## config.mk

```make
export PLATFORM = sky130hd
export DESIGN_NAME = rr_arbiter8_flat
export DESIGN_NICKNAME = d
export VERILOG_FILES = /design/src/rtl/rr_arbiter8_pkg.sv /design/src/rtl/rr_arbiter8_if.sv /design/src/rtl/rr_arbiter8_pick.sv /design/src/rtl/rr_arbiter8.sv /design/src/flat_wrapper.sv
export SDC_FILE = /design/constraint.sdc
export NUM_CORES = 1
export LEC_CHECK = 0
export CAP_MARGIN = 20
export CORE_ASPECT_RATIO = 1.25
export CORE_MARGIN = 4
export CORE_UTILIZATION = 30
export CTS_BUF_LIST = sky130_fd_sc_hd__clkbuf_4 sky130_fd_sc_hd__clkbuf_8 sky130_fd_sc_hd__clkbuf_16
export DETAILED_ROUTE_END_ITERATION = 12
export SLEW_MARGIN = 0
export SYNTH_ARGS = -nofsm -noshare
export SYNTH_HDL_FRONTEND = slang
export SYNTH_SLANG_ARGS = --single-unit
```

## constraint.sdc

```tcl
create_clock -name clk -period 3.5 [get_ports clk]
set_input_delay 0.7 -clock clk [delete_from_list [all_inputs] [get_ports clk]]
set_output_delay 0.7 -clock clk [all_outputs]
set_load 0.01 [all_outputs]
```

## src/rtl/rr_arbiter8_pkg.sv

```systemverilog
// Shared definitions for the eight-requester round-robin arbiter.
// Contents: requester count, index and hold-counter widths, FSM state enum.
package arb_pkg;

    localparam int unsigned NUM_REQ = 8;
    localparam int unsigned IDX_W   = 3;
    localparam int unsigned CNT_W   = 8;

    typedef enum logic {
        IDLE  = 1'b0,
        GRANT = 1'b1
    } state_e;

endpackage

```

## src/rtl/rr_arbiter8_if.sv

```systemverilog
// Request/grant bundle between the clients and rr_arbiter8.
// Signals:
//   req           [7:0] level-sensitive request vector, bit k = requester k
//   gnt_valid           a grant is active
//   gnt_idx       [2:0] index of the current owner (0 when idle)
//   gnt_onehot    [7:0] one-hot decode of gnt_idx gated by gnt_valid
//   timeout_pulse       one-cycle pulse on a forced preemption
// Modports: master = client side (drives req), slave = arbiter side.
interface rr_arbiter8_if;
    import arb_pkg::*;

    logic [NUM_REQ-1:0] req;
    logic               gnt_valid;
    logic [IDX_W-1:0]   gnt_idx;
    logic [NUM_REQ-1:0] gnt_onehot;
    logic               timeout_pulse;

    modport master (
        output req,
        input  gnt_valid,
        input  gnt_idx,
        input  gnt_onehot,
        input  timeout_pulse
    );

    modport slave (
        input  req,
        output gnt_valid,
        output gnt_idx,
        output gnt_onehot,
        output timeout_pulse
    );

endinterface

```

## src/rtl/rr_arbiter8_pick.sv

```systemverilog
// rr_pick8: combinational rotating-priority search.
// Ports:
//   req_i   [7:0] candidate requests
//   ptr_i   [2:0] first index to examine; order is ptr, ptr+1, ..., ptr+7 mod 8
//   excl_i  [7:0] bits that may not be selected this cycle
//   found_o       at least one eligible request
//   idx_o   [2:0] first eligible index in search order (0 when none)
module rr_pick8
    import arb_pkg::*;
(
    input  logic [NUM_REQ-1:0] req_i,
    input  logic [IDX_W-1:0]   ptr_i,
    input  logic [NUM_REQ-1:0] excl_i,
    output logic               found_o,
    output logic [IDX_W-1:0]   idx_o
);

    logic [IDX_W-1:0] cand;

    always_comb begin
        found_o = 1'b0;
        idx_o   = '0;
        cand    = '0;
        for (int unsigned i = 0; i < NUM_REQ; i++) begin
            // 3-bit addition wraps naturally modulo 8
            cand = ptr_i + IDX_W'(i);
            if (!found_o && req_i[cand] && !excl_i[cand]) begin
                found_o = 1'b1;
                idx_o   = cand;
            end
        end
    end

endmodule

```

## src/rtl/rr_arbiter8.sv

```systemverilog
// rr_arbiter8: eight-requester round-robin arbiter with registered grants.
// An owner keeps the grant while its request stays high; on release the
// pointer moves to owner+1 and the next requester is granted on that same edge.
// Ports:
//   clk    rising-edge clock
//   rst_n  asynchronous active-low reset
//   bus    rr_arbiter8_if.slave (req in; gnt_valid/gnt_idx/gnt_onehot/timeout_pulse out)
// Parameter:
//   MAX_HOLD  cycles an owner may hold before becoming preemptible (1..255)
// Optional feature macro RR_ARBITER8_TIMEOUT_EN: adds the hold counter and
// forced preemption; without it grants last until release and timeout_pulse is 0.
module rr_arbiter8
    import arb_pkg::*;
#(
    parameter int unsigned MAX_HOLD = 16
)
(
    input  logic            clk,
    input  logic            rst_n,
    rr_arbiter8_if.slave    bus
);

    state_e             state_q, state_d;
    logic [IDX_W-1:0]   ptr_q, ptr_d;
    logic               gnt_valid_q, gnt_valid_d;
    logic [IDX_W-1:0]   gnt_idx_q, gnt_idx_d;
    logic [NUM_REQ-1:0] gnt_onehot_q, gnt_onehot_d;

    logic [IDX_W-1:0]   pick_ptr;
    logic [NUM_REQ-1:0] pick_excl;
    logic               pick_found;
    logic [IDX_W-1:0]   pick_idx;
    logic               owner_req;
    logic               preempt;
    logic               new_grant;

    // While granted, search starts after the owner and masks the owner out,
    // so a re-asserted owner bit cannot win the switch cycle.
    always_comb begin
        pick_ptr  = ptr_q;
        pick_excl = '0;
        if (state_q == GRANT) begin
            pick_ptr             = gnt_idx_q + IDX_W'(1);
            pick_excl[gnt_idx_q] = 1'b1;
        end
    end

    rr_pick8 u_pick (
        .req_i   (bus.req),
        .ptr_i   (pick_ptr),
        .excl_i  (pick_excl),
        .found_o (pick_found),
        .idx_o   (pick_idx)
    );

    assign owner_req = bus.req[gnt_idx_q];

`ifdef RR_ARBITER8_TIMEOUT_EN
    localparam logic [CNT_W-1:0] HOLD_MAX = CNT_W'(MAX_HOLD);

    logic [CNT_W-1:0] hold_q, hold_d;
    logic             pulse_q, pulse_d;

    assign preempt = (state_q == GRANT) && owner_req && pick_found && (hold_q == HOLD_MAX);

    always_comb begin
        hold_d  = hold_q;
        pulse_d = preempt;
        if (new_grant || (state_d == IDLE)) begin
            hold_d = '0;
        end else if ((state_q == GRANT) && (hold_q != HOLD_MAX)) begin
            hold_d = hold_q + CNT_W'(1);
        end
    end

    always_ff @(posedge clk or negedge rst_n) begin
        if (!rst_n) begin
            hold_q  <= '0;
            pulse_q <= 1'b0;
        end else begin
            hold_q  <= hold_d;
            pulse_q <= pulse_d;
        end
    end

    assign bus.timeout_pulse = pulse_q;
`else
    assign preempt           = 1'b0;
    assign bus.timeout_pulse = 1'b0;
`endif

    always_comb begin
        state_d     = state_q;
        ptr_d       = ptr_q;
        gnt_valid_d = gnt_valid_q;
        gnt_idx_d   = gnt_idx_q;
        new_grant   = 1'b0;
        case (state_q)
            IDLE: begin
                if (pick_found) begin
                    state_d     = GRANT;
                    gnt_valid_d = 1'b1;
                    gnt_idx_d   = pick_idx;
                    new_grant   = 1'b1;
                end
            end
            GRANT: begin
                // Preemption is handled exactly like a release
                if (!owner_req || preempt) begin
                    ptr_d = gnt_idx_q + IDX_W'(1);
                    if (pick_found) begin
                        gnt_idx_d = pick_idx;
                        new_grant = 1'b1;
                    end else begin
                        state_d     = IDLE;
                        gnt_valid_d = 1'b0;
                        gnt_idx_d   = '0;
                    end
                end
            end
            default: begin
                state_d = IDLE;
            end
        endcase
        gnt_onehot_d = gnt_valid_d ? (NUM_REQ'(1) << gnt_idx_d) : '0;
    end

    always_ff @(posedge clk or negedge rst_n) begin
        if (!rst_n) begin
            state_q      <= IDLE;
            ptr_q        <= '0;
            gnt_valid_q  <= 1'b0;
            gnt_idx_q    <= '0;
            gnt_onehot_q <= '0;
        end else begin
            state_q      <= state_d;
            ptr_q        <= ptr_d;
            gnt_valid_q  <= gnt_valid_d;
            gnt_idx_q    <= gnt_idx_d;
            gnt_onehot_q <= gnt_onehot_d;
        end
    end

    assign bus.gnt_valid  = gnt_valid_q;
    assign bus.gnt_idx    = gnt_idx_q;
    assign bus.gnt_onehot = gnt_onehot_q;

endmodule

```

## src/flat_wrapper.sv

```systemverilog
// flat-port wrapper written by rule: the top's interface ports become plain ports
module rr_arbiter8_flat import arb_pkg::*;
#(
    parameter int unsigned MAX_HOLD = 16
)
  (clk, rst_n, bus_req, bus_gnt_valid, bus_gnt_idx, bus_gnt_onehot, bus_timeout_pulse);
  rr_arbiter8_if bus_i ();
  input  logic clk;
  input  logic rst_n;
  input wire logic [$bits(bus_i.req)-1:0] bus_req;
  output wire logic [$bits(bus_i.gnt_valid)-1:0] bus_gnt_valid;
  output wire logic [$bits(bus_i.gnt_idx)-1:0] bus_gnt_idx;
  output wire logic [$bits(bus_i.gnt_onehot)-1:0] bus_gnt_onehot;
  output wire logic [$bits(bus_i.timeout_pulse)-1:0] bus_timeout_pulse;
  assign bus_i.req = bus_req;
  assign bus_gnt_valid = bus_i.gnt_valid;
  assign bus_gnt_idx = bus_i.gnt_idx;
  assign bus_gnt_onehot = bus_i.gnt_onehot;
  assign bus_timeout_pulse = bus_i.timeout_pulse;
  rr_arbiter8 #(.MAX_HOLD(MAX_HOLD)) u_core (.clk(clk), .rst_n(rst_n), .bus(bus_i));
endmodule
```

==> flow_summary.toml <==
[clock_tree]
insertion_delay_ns = 0.24
cts_made_buffers = 3
clockRootBuffer = "clkbuf_8"
cts_max_level = 1
ctsHoldBuffers = 0
cts_tree = "done"
clockBufferDepth = 2
clock-sinks = 16
clk_pin_slew_worst_paths_ns = 0.06

[worst_setup_path]
crit_path_end_kind = "flip-flop"
cpPeakStageDelay_ns = 0.41
critical_path_class = "reg -> reg"
arrival_ns = 3.53
r2r_slack_ns = 0.10
cp-startpoint = "u_core.bus.gnt_idx[0]$_DFF_PN0_"
crit_end = "u_core.bus.gnt_onehot[1]$_DFF_PN0_"
rr_startpoint = "u_core.bus.gnt_idx[0]$_DFF_PN0_"
crit_path_frequent_cell = "buf_4"
setup.worst_path.start_class = "flip-flop"
cpMaxStageDelayCell = "dfrtp_1"
cp_max_fo = 13
crit_required_ns = 3.63
r2r_cells = 17
crit_path_cell_trace = "buf_6 -> nand2b_1 -> nand2_2 -> inv_1 -> ha_1 -> a211oi_1 -> buf_4 -> o32ai_1 -> o22ai_2 -> o32ai_4 -> buf_4 -> nor4_2 -> o22ai_1 -> a31oi_1 -> buf_4 -> nand3b_1 -> nor2_1"
path_buf_inv = 5
crit_family = "compound AO/OA/AOI/OAI gates"
cp.depth = 17
rr_endpoint = "u_core.bus.gnt_onehot[1]$_DFF_PN0_"

[drt]
drcViolationCount = 0
dr.pass1.iters = 4
vias = 2479
antenna_left = 0
drtIter0Drc = 201
wire_per_inst_um = 17.6
wirelength_um = 7390
viasPerCell = 5.90

[global_route]
grt_pass1_vias = 2328
overflow = 0
antenna_found_initial = 0
grt_usage_pct = 17.6
grt_max_degree = 17
grt_pass1_wl_um = 11500

[placement]
dp.final_hpwl_um = 5690
port_buffers = 21
gp_congestion = 0.946
placed_area_mm2 = 0.00267

[finish]
most-common-layout-cells = "54 x buf_4, 25 x nor2_1, 21 x clkdlybuf4s50_1"
drive_gt1_share_pct = 30.9
diodes = 0
area_growth_pct = 39.6
final_common_cell = "buf_4"
nNetsFinal = 347
fin_area_mm2 = 0.00291

[timing]
final.min_clock_period_ns = 3.40
min_period_over_period_pct = 97.0
slew_violations = 0
slew_headroom_pct = 49.2
worst_pin_slew_ns = 0.760
finClkSkew_ns = 0.000483
clock.fmax_mhz = 294
hold_viol = 0
finalSetupViolCount = 0

[yosys]
synth.area.mux_share_pct = 9.77
syn_area_mm2 = 0.00209
synth_compound_area_share_pct = 33.9
ys_ff_latch = 16
yosys.area.top_type = "dfrtp_1"
synth_edf_count = 0
synth-xor-area-share_pct = 2.40
netlist_instances = 267
yosys.area_share.simple_pct = 26.1
synth_area_leaders = "dfrtp_1 19%, o21ai_0 4.6%, nor2_1 4.5%, mux4_2 4.3%, mux2i_1 3.8%"
yosys_most_used_dff = "dfrtp_1"
synth_area_per_cell_um2 = 7.82
yosysWarnings = 0
synth-adder-area-share_pct = 1.80
synth_top_family_by_area = "compound AO/OA/AOI/OAI gates"
yosys.area.top_type_share_pct = 19.2
postSynthNetCount = 280
yosysUniqueCellTypes = 66
async_flop_share_pct = 100
seq_area_frac_synth_pct = 19.2

[hold_path]
hp-start = "u_core.ptr_q[1]$_DFFE_PN0P_"
hp-class = "reg -> reg"

[floorplanning]
rows = 33
start_util_pct = 31.4
die_y_um = 101
dieWidth_um = 82.6
ios = 23
coreArea_mm2 = 0.00665
die-area_mm2 = 0.00836

[outcome]
status = "completed"

[flow_run]
drv_cap = 0
## state kept, by name, indices dropped and copies added, names as in the netlist
register / count
u_core.bus.gnt_idx: 3
u_core.ptr_q: 3
u_core.bus.gnt_valid: 1
u_core.bus.gnt_onehot: 8
u_core.state_q: 1
## what timing repair did
action                     4_1_cts  5_1_grt
gates resized for setup          2       28
setup endpoints to repair        8       11
buffers inserted                 0        7
pin swaps                        1        7
## cells by family (layout without fill, tap and decap cells)
family	after synthesis	count (layout)
AOI/OAI and AO/OA	95	95
other	1	1
and+or+nand+nor	108	108
DFF	16	16
adders and majority gates	3	3
xor gates and xnor gates	4	4
buffers and inverters	25	91
muxes	15	15
## synth_stat cells (2+ instances only)
master,number
a2bb2oi_1,2
o221ai_1,4
buf_2,6
o32a_1,2
buf_4,2
nor2b_1,5
or2_2,2
a211oi_1,6
o31a_1,2
mux4_2,4
a21oi_1,10
clkbuf_1,2
o21ai_1,2
o32ai_1,5
xnor2_1,2
buf_6,4
a31oi_1,5
dfrtp_1,16
nand2b_1,4
mux2i_1,8
nor3_1,13
and3_1,5
o221a_2,3
nand3_1,14
a21bo_2,2
o22ai_1,4
nor4_1,4
nor2_1,25
nand3b_1,2
nand4_1,4
o21ai_0,19
a22oi_1,2
o211ai_1,8
o31ai_1,3
inv_1,10
or3_1,2
nand2_1,20
and2_1,2
ha_1,3
mux2_2,3
## metrics by stage
step / utilization, % / setup slack (ns) / setup TNS (ns) / std cells / hold slack (ns)
2_1_floorplan: - / 0.0873 / 0 / 267 / 0.404
3_3_place_gp: 40.1 / -0.116 / -0.770 / 409 / 0.533
3_5_place_dp: 40.1 / -0.112 / -0.902 / 409 / 0.534
4_1_cts: 41.1 / 0.0406 / 0 / 413 / 0.547
5_1_grt: 43.8 / -0.0954 / -0.562 / 420 / 0.581
6_report: 43.8 / 0.103 / 0 / 420 / 0.550
## layer usage
metal	wire (um)	track usage, %
met2	3560	29.6
met4	305	7.04
met1	3110	23.2
met3	404	1.16
met5	0	0
## area by class of cell
type	instances	area [um2]
inverters	11	45.0
fillers	682	3730
repair buffers	76	627
flip-flops and latches	16	400
multi-input cells	226	1680
well taps	87	109
clock buffers	4	55.1
## worst register-to-register path: cells and delay by family, from the launching register on
family / cells / cell delay, ns
compound gates: 6 / 1.13
fa+ha+maj: 1 / 0.22
buf+inv: 5 / 0.79
flops: 1 / 0.41
simple gates: 5 / 0.75
## how the worst min path moves through the flow
stage,to,slack [ns],cells past startpoint
5_1_grt,u_core.ptr_q[1]$_DFFE_PN0P_,0.58,1
4_1_cts,u_core.ptr_q[1]$_DFFE_PN0P_,0.55,1
2_1_floorplan,u_core.bus.gnt_idx[0]$_DFF_PN0_,0.40,0
6_report,u_core.ptr_q[1]$_DFFE_PN0P_,0.55,1
3_3_place_gp,u_core.ptr_q[1]$_DFFE_PN0P_,0.53,1
3_5_place_dp,u_core.ptr_q[1]$_DFFE_PN0P_,0.53,1
Power is not shown: default switching activity piles up to over one toggle a cycle in this logic, so the estimate is an artifact.
